==> config.mk <==
export PLATFORM = sky130hd
export DESIGN_NAME = pipeline_ctrl
export DESIGN_NICKNAME = d
export VERILOG_FILES = /design/src/rtl/pipeline_ctrl.sv
export SDC_FILE = /design/constraint.sdc
export NUM_CORES = 1
export LEC_CHECK = 0
export CORE_ASPECT_RATIO = 1.1
export CORE_UTILIZATION = 30
export CTS_CLUSTER_DIAMETER = 30
export CTS_CLUSTER_SIZE = 10
export DETAILED_ROUTE_END_ITERATION = 16
export GPL_TIMING_DRIVEN = 0
export PLACE_DENSITY = 0.59
export SKIP_LAST_GASP = 1
export SLEW_MARGIN = 10
export SYNTH_ARGS = -nofsm -noshare
export SYNTH_HDL_FRONTEND = slang
export SYNTH_SLANG_ARGS = --single-unit
==> constraint.sdc <==
create_clock -name clk -period 5.63 [get_ports clk]
set_input_delay 1.126 -clock clk [delete_from_list [all_inputs] [get_ports clk]]
set_output_delay 1.126 -clock clk [all_outputs]
set_load 0.03 [all_outputs]
==> src/rtl/pipeline_ctrl.sv <==
// Pipeline hazard controller: load-use interlock, multi-cycle mult/div sequencing, redirect flush.
// Define PIPE_STALL_COUNTER_EN to add the 32-bit stallCycles performance counter output.
module pipeline_ctrl #(
  parameter int unsigned MUL_LAT = 4,
  parameter int unsigned DIV_LAT = 32
) (
  input  logic       clk,
  input  logic       reset,
  input  logic [4:0] idRs,
  input  logic [4:0] idRt,
  input  logic       idUsesRs,
  input  logic       idUsesRt,
  input  logic       exMemRead,
  input  logic [4:0] exWriteReg,
  input  logic       exBranchTaken,
  input  logic       idMulDivStart,
  input  logic       idIsDiv,
  input  logic       idReadsHiLo,
  output logic       pcWriteEn,
  output logic       ifidWriteEn,
  output logic       ifidFlush,
  output logic       idexFlush,
  output logic       mdBusy,
  output logic       mdDone
`ifdef PIPE_STALL_COUNTER_EN
  ,
  output logic [31:0] stallCycles
`endif
);

  typedef enum logic [1:0] {StIdle, StBusy, StDone} md_state_e;

  md_state_e  r_state;
  md_state_e  w_state_next;
  logic [7:0] r_cnt;
  logic [7:0] w_cnt_next;
  logic [7:0] w_lat_m1;
  logic       w_load_use;
  logic       w_md_stall;
  logic       w_stall;
  logic       w_accept;

  assign w_load_use = exMemRead & (exWriteReg != 5'd0) &
                      ((idUsesRs & (idRs == exWriteReg)) | (idUsesRt & (idRt == exWriteReg)));

  assign w_md_stall = (r_state == StBusy) & (idReadsHiLo | idMulDivStart);
  assign w_stall    = w_load_use | w_md_stall;
  // Starts are only taken from IDLE or DONE; a redirect squashes the ID instruction.
  assign w_accept   = idMulDivStart & ~w_load_use & ~exBranchTaken;
  assign w_lat_m1   = idIsDiv ? 8'(DIV_LAT - 1) : 8'(MUL_LAT - 1);

  always_ff @(posedge clk) begin
    if (reset) begin
      r_state <= StIdle;
      r_cnt   <= 8'd0;
    end else begin
      r_state <= w_state_next;
      r_cnt   <= w_cnt_next;
    end
  end

  always_comb begin
    w_state_next = r_state;
    w_cnt_next   = r_cnt;
    unique case (r_state)
      StIdle: begin
        if (w_accept) begin
          w_state_next = StBusy;
          w_cnt_next   = w_lat_m1;
        end
      end
      StBusy: begin
        if (r_cnt == 8'd0) begin
          w_state_next = StDone;
        end else begin
          w_cnt_next = r_cnt - 8'd1;
        end
      end
      StDone: begin
        if (w_accept) begin
          w_state_next = StBusy;
          w_cnt_next   = w_lat_m1;
        end else begin
          w_state_next = StIdle;
        end
      end
      default: begin
        w_state_next = StIdle;
      end
    endcase
  end

  always_comb begin
    pcWriteEn   = ~w_stall;
    ifidWriteEn = ~w_stall;
    ifidFlush   = 1'b0;
    idexFlush   = w_stall;
    mdBusy      = (r_state == StBusy);
    mdDone      = (r_state == StDone);
    if (reset) begin
      pcWriteEn   = 1'b0;
      ifidWriteEn = 1'b0;
      ifidFlush   = 1'b1;
      idexFlush   = 1'b1;
      mdBusy      = 1'b0;
      mdDone      = 1'b0;
    end else if (exBranchTaken) begin
      pcWriteEn   = 1'b1;
      ifidWriteEn = 1'b1;
      ifidFlush   = 1'b1;
      idexFlush   = 1'b1;
    end
  end

`ifdef PIPE_STALL_COUNTER_EN
  logic [31:0] r_stall_cycles;

  always_ff @(posedge clk) begin
    if (reset) begin
      r_stall_cycles <= 32'd0;
    end else if (w_stall & ~exBranchTaken) begin
      r_stall_cycles <= r_stall_cycles + 32'd1;
    end
  end

  assign stallCycles = r_stall_cycles;
`else
  // Counter not built: no stallCycles port or register.
`endif

endmodule

Word-level counts from Yosys, hierarchy flattened
Cells that the tools add are included.

Reductions and logical operators: 7. Multiplexer cells: 16. Eq/ne operators: 8. $add $sub $neg: 1. Bitwise operators: 13.

Operator list (count): $mux W8 (2); $pmux W8 S2 (1); $eq A5 B5 Y1 (2); $mux W1 (9); $logic_not A8 Y1 (1); $sub A8 B1 Y8 const B (1); $and A1 B1 Y1 (7); $ne A2 B2 Y1 const B (3); $pmux W2 S3 (1); $mux W5 (1); $reduce_bool A5 Y1 (1); $mux W2 (2); $not A1 Y1 (3); $or A1 B1 Y1 (3); $reduce_and A3 Y1 (1); $eq A2 B1 Y1 const B (1); $eq A2 B2 Y1 const B (1); $logic_not A2 Y1 (1); $ne A2 B1 Y1 const B (1); $reduce_and A2 Y1 (1); $reduce_bool A2 Y1 (1); $reduce_or A2 Y1 (1).

Register bits: 10. Word-level logic and storage cells: 47.

Logic depth before layout (Yosys ltp)
Gate-level depths: netlist (run 1).

Depth after elaboration: 9. Depth in mapped cells: 8. Depth with buffers taken out: 7.

Worst setup path after synthesis (run 1)
No wires, ideal clock.

Path type: input to output. Start: input exWriteReg[2]. End: output pcWriteEn. Buffers on the path: 1. Data required time: 4.504 ns. Arrival time: 2.710 ns. Stages on the path: 6. Slack: 1.794 ns. Cells stage by stage: or4_1 -> o21a_1 -> a21oi_1 -> nor2_1 -> nor2_1 -> buf_4.

Word-level cells in the longest chain between the ends: 8. Elaborated cells on any way between the ends: 12. Those cells by class: 2 x eq/ne; 2 x mux; 7 x bitwise; 1 x reduce/logical.

Ends and longest elaborated chain: start, declared (RTL line 14) `input logic [4:0] exWriteReg,`; $eq A5 B5 Y1 (RTL line 44) `((idUsesRs & (idRs == exWriteReg)) | (idUsesRt & (idRt == exWriteReg)));`; $and A1 B1 Y1 (RTL line 44); $or A1 B1 Y1 (RTL line 44); $and A1 B1 Y1 * (RTL line 43) `assign w_load_use = exMemRead & (exWriteReg != 5'd0) &`; $or A1 B1 Y1 * (RTL line 47) `assign w_stall = w_load_use | w_md_stall;`; $not A1 Y1 *; $mux W1 * (2 in series); end, declared (RTL line 19) `output logic pcWriteEn,`.

Mark *: on every way between the ends. The rest lies on a longest branch, timed or not.

Final worst setup path (run 1)
Start: input exWriteReg[2]. End: output pcWriteEn.

Word-level cells in the longest chain between the ends: 8. Elaborated cells on any way between the ends: 12. Those cells by class: 2 x eq/ne; 2 x mux; 7 x bitwise; 1 x reduce/logical.

Ends and longest elaborated chain: $eq A5 B5 Y1 (RTL line 44); $and A1 B1 Y1 (RTL line 44); $or A1 B1 Y1 (RTL line 44); $and A1 B1 Y1 * (RTL line 43); $or A1 B1 Y1 * (RTL line 47); $not A1 Y1 * (RTL line 94) `pcWriteEn = ~w_stall;`; $mux W1 * (RTL line 107) `end else if (exBranchTaken) begin`; $mux W1 * (RTL line 100) `if (reset) begin`.

Marks and branches as above.

==> impl_results.md, run 1 <==
* Critical path class: in2out
* Worst path max stage delay at 0.65 ns
* XOR/XNOR share of the synthesized area at 0.120
* Sequential Power Share at 0.354
* Max Freq at between 200 and 250 MHz
* Fin Clk Skew at 0.00309 ns
* Cell taking the most area after synthesis: dfxtp_1
* Asr flop ratio synth at 0
* Clock root buffer master: clkbuf_4
* Row count at 18
* Gr usage total at 0.164
* WL/cell at approximately 12 um
* Yosys cell types at 34
* Result of the run: finished clean
* Largest net degree at the start of global routing at 11
* Hold path start: r_cnt[4]
* Sequential-to-total area share from yosys stat at 0.275
* Endpoints failing hold at 0
* RSZ-0062 raised after global routing: false
* Synth Net Count at 120
* Post-DRT Antenna Nets at 0
* Initial antenna violation count at 0
* Worst R2R End: r_cnt[4]
* Worst-skew pair later-pin latency at 0.26 ns
* Fin crit period at around 4.7 ns
* CTS resizes at 0
* DRC at 0
* Starting Density at 0.320
* Synth Cell Area at between 700 and 800 sq um
* Startpoint types: input pin
* Setup Viol. Count Final at 0
* Worst Path Arrival at between 3 and 4 ns
* WP depth at 8
* Pwr dens at about 210 nW/um^2
* Buf/Inv on CP at 3
* Io pins at 30
* Vias in the first global route at 771
* Crit path capture type: primary output
* Diode count at 0
* Peak supply drop at 146 uV
* Tcrit/Tclk final at 0.826
* WHS Endpoint: r_cnt[4]
* Logic pwr share at 0.367
* EDFF count, synth at 0
* Total power at approximately 0.00023 W
* Top_reg_cell synth: dfxtp_1
* Mux cell area share after synthesis at 0
* CTS Buffer Depth at 2
* Most common cell in the netlist: nor2_1
* WP data required at approximately 4.5 ns
* H-Tree Level Count at 1
* Final wirelength at 1960 um
* Hold Path Class: reg2reg
* Clock network fraction of total power at 0.279
* Crit-path max FO at 3
* Leakage at around 0.39 nW
* # nets final at 154
* Cell count after synthesis at 94
* Fin util at 0.480
* Simple-gate share of the synthesized area at 0.312
* Sw Ratio at 0.315
* Slew at the pin closest to its max-slew limit at 0.652 ns
* Clk slew on worst S/H paths at 0.07 ns
* Share of layout cells above drive strength 1 at 0.0945
* Compound-Gate Fraction of Synth Area at 0.196
* RD Place Congestion at approximately 0.8
* Reg2reg start: r_cnt[3]
* Drt initial violations at 21
* Worst reg-to-reg setup slack at between 3 and 4 ns
* Chip width at between 40 and 50 um
* Vias per cell at between 5 and 6
* Switch Pwr at 0.0000732 W
* Worst R2R Path Depth at 7
* Main combinational cell family by area after synthesis: simple AND/OR/NAND/NOR gates
* CTS tree: built
* # hold bufs at CTS at 0
* Post-Synth Adder-Cell Area at 0.0344
* Top post-synthesis cells by count: nor2_1, dfxtp_1, xnor2_1, nand2_1, a21oi_1
* Worst hold path cell count at 2
* CTS Sinks at 10
* Die Ht at about 54 um
* Total gr overflow at 0
* First-pass GRT wire length at approximately 3300 um
* Top cells by area, synth: dfxtp_1, xnor2_1, nor2_1
* Slowest CP cell: clkdlybuf4s50_1
* Fillcell total at approximately 220
* Via count at around 810
* Final setup TNS at 0 ns
* Syn Area/Cell at 7.73 sq um
* Area growth syn-to-layout at 50.1%
* Top cell type's share of synthesized area at 0.275
* Final Max Slew Viols at 0
* Pre-Repair DR Iteration Count at 4
* Internal power at between 0.00015 and 0.0002 W
* Relative max-transition margin at 0.562
* # Post-CTS Setup Buffers at 0
* Synth Register Bits at 10
* CTS buffer count at 3
* DPL Wire Length at 1530 um
* Crit path max-delay family: buffers and inverters
* Ys Warns at 0
* Core area at between 2000 and 2500 sq um
* I/O Buffers at 29
* Max Cap Viol at 0
* CP cell instances: clkdlybuf4s50_1 -> or4_1 -> o21a_1 -> a21oi_1 -> nor2_1 -> nor2_1 -> buf_4 -> clkdlybuf4s50_1
* Die area at between 2000 and 3000 sq um
worst max-delay path by stage:
stage                   from         to  slack (ns)
2_1_floorplan  exWriteReg[2]  pcWriteEn        1.79
3_3_place_gp   exWriteReg[2]  pcWriteEn        0.99
3_5_place_dp   exWriteReg[2]  pcWriteEn        0.97
4_1_cts        exWriteReg[2]  pcWriteEn        0.96
5_1_grt        exWriteReg[2]  pcWriteEn        0.89
6_report       exWriteReg[2]  pcWriteEn        0.98
tightest hold or removal path: cells and delay by family (launching register included):
kind / cells / cell delay [ns]
AO/OA/AOI/OAI: 2 / 0.13
flip-flops: 1 / 0.31
through the flow:
step           instances  worst slack, ns  instance area [sq um]  hold WS, ns
2_1_floorplan         94             1.79                    727        0.449
3_5_place_dp         153            0.968                   1050        0.490
5_1_grt              157            0.895                   1090        0.552
6_report             157            0.980                   1090        0.498
3_3_place_gp         153            0.991                   1050        0.466
4_1_cts              157            0.965                   1090        0.500
metal layers:
layer  global-route usage  routed length [um]
met5                    0                   0
met4               0.0784                  27
met3               0.0282                 131
met2                0.315                 962
met1                0.177                 838
final cells by class:
class / count / area, sq um / area share
multi-input cells: 77 / 482 / 0.442
repair buffers: 29 / 290 / 0.266
flip-flops and latches: 10 / 200 / 0.183
well taps: 30 / 37.5 / 0.0344
clock buffers: 4 / 36.3 / 0.0333
plain buffers: 4 / 33.8 / 0.0310
inverters: 3 / 11.3 / 0.0103
cells in the final DEF (no fill, tap or decap), types with 2 or more instances in the layout:
cell type        netlist  routed
a31oi_1                5       5
dfxtp_1               10      10
buf_4                  3       3
xnor2_1               10      10
a21oi_1                6       6
nand4_1                2       2
clkbuf_4               0       3
ha_1                   2       2
clkdlybuf4s50_1        0      29
inv_1                  3       3
o21ai_0                3       3
nand2_1                9       9
nor3_1                 5       5
nor2_1                13      13
nand3b_1               2       2
power groups by stage:
| stage | logic, W | registers (W) | clock network, W |
|---|---|---|---|
| after floorplan | 0.0000522 | 0.0000821 | 0 |
| after global placement | 0.0000841 | 0.0000836 | 0 |
| after CTS | 0.0000858 | 0.0000821 | 0.0000663 |
| after detailed placement | 0.0000853 | 0.0000838 | 0 |
| final | 0.0000853 | 0.0000822 | 0.0000650 |
| after global routing | 0.0000942 | 0.0000833 | 0.0000701 |
cells by family after synthesis:
group | count (synthesis)
flops | 10
buf+inv | 7
simple gates | 43
compound gates | 22
xor+xnor | 10
fa+ha+maj | 2
state kept, by name (all words and copies together) (netlist names):
register / flops
r_state: 2
r_cnt: 8
(Power assumes the default switching activity.)
==> run 2: changes to the inputs <==
--- a/config.mk
+++ b/config.mk
@@ -11,7 +11,7 @@
 export CTS_CLUSTER_SIZE = 10
 export DETAILED_ROUTE_END_ITERATION = 16
 export GPL_TIMING_DRIVEN = 0
-export PLACE_DENSITY = 0.59
+export PLACE_DENSITY = 0.62
 export SKIP_LAST_GASP = 1
 export SLEW_MARGIN = 10
 export SYNTH_ARGS = -nofsm -noshare
==> constraint.sdc (replaced) <==
create_clock -name clk -period 4 [get_ports clk]
set_input_delay 0.8 -clock clk [delete_from_list [all_inputs] [get_ports clk]]
set_output_delay 0.8 -clock clk [all_outputs]
set_load 0.03 [all_outputs]
==> run 2 against run 1 <==
Compared with the run above:
- register-to-register slack got worse by 1.6 ns
- critical path type unchanged
- largest cell class unchanged
- setup slack worse by 0.84 ns
- worst hold slack got worse by 0.014 ns
==> impl_results.md, run 2 (synthesis gave the netlist of run 1 again) <==
* Result of the run: finished clean
* Io pins at 30 (unchanged)
* DR WL met3 at 117 um (-11%)
* Gr usage total at 0.166 (+0.00255)
* Reg2reg start: r_state[0]
* Most frequent cells in the layout: clkdlybuf4s50_1, nor2_1, xnor2_1, dfxtp_1, nand2_1
* Area growth syn-to-layout at 48.5%
* Peak supply drop at 177 uV (+21%)
* Wire length on met1 at 845 um (+0.84%)
* Core area at 2270 sq um (unchanged)
* Drt initial violations at 6 (-71%)
* Vias per cell at 4.97 (-3.6%)
* Slew at the pin closest to its max-slew limit at 0.641 ns (-0.0116 ns)
* Endpoints failing hold at 0 (unchanged)
* CTS resizes at 0 (unchanged)
* Chip width at 48.9 um (unchanged)
* Final wirelength at 1900 um (-3.3%)
* DPL Wire Length at 1470 um (-4.4%)
* Via count at 775 (-4.2%)
* DR top layer: met4
* CTS Sinks at 10 (unchanged)
* Die area at 2620 sq um (unchanged)
* Post-DRT Antenna Nets at 0 (unchanged)
* Starting Density at 0.320 (unchanged)
* RD Place Congestion at 0.784 (-0.22%)
* Pre-Repair DR Iteration Count at 4 (unchanged)
* Diode count at 0 (unchanged)
* Final WS setup at 0.137 ns (-0.843 ns)
* Crit path capture type: primary output
* Startpoint types: input pin
* WP data required at 3.20 ns (-1.30 ns)
* Setup crit start: exWriteReg[2]
* H-Tree Level Count at 1 (unchanged)
* Hold Path Class: reg2reg
* CTS buffer count at 3 (unchanged)
* # nets final at 154 (unchanged)
* Largest net degree at the start of global routing at 11 (unchanged)
* # Post-CTS Setup Buffers at 0 (unchanged)
* Max Cap Viol at 0 (unchanged)
* Max Freq at between 200 and 300 MHz
* RSZ-0062 raised after global routing: false
* DRC at 0 (unchanged)
* Die Ht at 53.6 um (unchanged)
* Clock root buffer master: clkbuf_4
* WL/cell at 12.1 um (-2.6%)
* Worst Path Arrival at 3.06 ns (-0.46 ns)
* Hold_ws at 0.484 ns (-0.0137 ns)
* Vias in the first global route at 731 (-5.2%)
* Relative max-transition margin at 0.570 (+0.00779)
* Most flops, register: r_cnt
* Setup Viol. Count Final at 0 (unchanged)
* Tcrit/Tclk final at 0.966
* Final Max Slew Viols at 0 (unchanged)
* Total gr overflow at 0 (unchanged)
* WL met2 at 895 um (-7.0%)
* Fin Clk Skew at 0.00649 ns (+0.00341 ns)
* Crit-path max FO at 3 (unchanged)
* Clk slew on worst S/H paths at 0.06 ns (about the same)
* Post-Place Worst Slack at 0.0302 ns (-0.938 ns)
* Worst-skew pair later-pin latency at 0.27 ns (about the same)
* Row count at 18 (unchanged)
* Fin crit period at around 3.9 ns
* Area after DPL at 1050 sq um (unchanged)
* Share of layout cells above drive strength 1 at 0.0873 (-0.00719)
* CTS tree: built
* Hold path start: r_cnt[4]
* CTS Buffer Depth at 2 (unchanged)
* Commonest non-fill, non-tap cell in the layout: clkdlybuf4s50_1
* Final setup TNS at 0 ns (unchanged)
* Leakage at 0.391 nW (+0.65%)
* # hold bufs at CTS at 0 (unchanged)
* First-pass GRT wire length at 3240 um (-1.9%)
* Max FFs per register at 8 (unchanged)
* Cell area after layout at 1080 sq um (-1.0%)
* Largest registers: r_cnt x8, r_state x2
* I/O Buffers at 29 (unchanged)
* Initial antenna violation count at 0 (unchanged)
* Critical path class: in2out
* Pwr dens at 281 nW/um^2 (+32%)
-- run 2: worst paths after layout --
check                endpoint  slack [ns]  cells after the start
hold reg to reg      r_cnt[4]        0.48                      2
setup / recovery  ifidWriteEn        0.14                      7
hold / removal       r_cnt[4]        0.48                      2
setup reg to reg     r_cnt[4]        1.98                      7
-- run 2: layer usage --
metal | track usage | vias up
met3 | 0.0452 | 3
met5 | 0 | -
met4 | 0.103 | 0
met1 | 0.181 | 349
met2 | 0.294 | 26
li1 | - | 397
-- run 2: through the flow --
stage	power, W	cells	utilization
2_1_floorplan	0.000189	94	-
3_3_place_gp	0.000236	153	0.464
3_5_place_dp	0.000237	153	0.464
4_1_cts	0.000307	156	0.474
5_1_grt	0.000326	156	0.475
6_report	0.000303	156	0.475
-- run 2: report_power, final --
group | switching, W | internal, W
logic | 0.0000580 | 0.0000609
registers | 0.00000768 | 0.000108
clock network | 0.0000338 | 0.0000348
total | 0.0000995 | 0.000204
-- run 2: final cells by class --
type | count | area, sq um
Sequential cell | 10 | 200
Buffer | 4 | 33.8
Tap cell | 30 | 37.5
Timing Repair Buffer | 29 | 293
Inverter | 3 | 11.3
Multi-Input combinational cell | 77 | 482
Fill cell | 224 | 1190
Clock buffer | 3 | 22.5
-- run 2: critical path, cell delays in order --
cell and delay, ns:
clkdlybuf4s50_1 0.48, or4_1 0.54, o21a_1 0.19, a21oi_1 0.18, nor2_1 0.06, nor2_1 0.12, clkdlybuf4s50_1 0.69
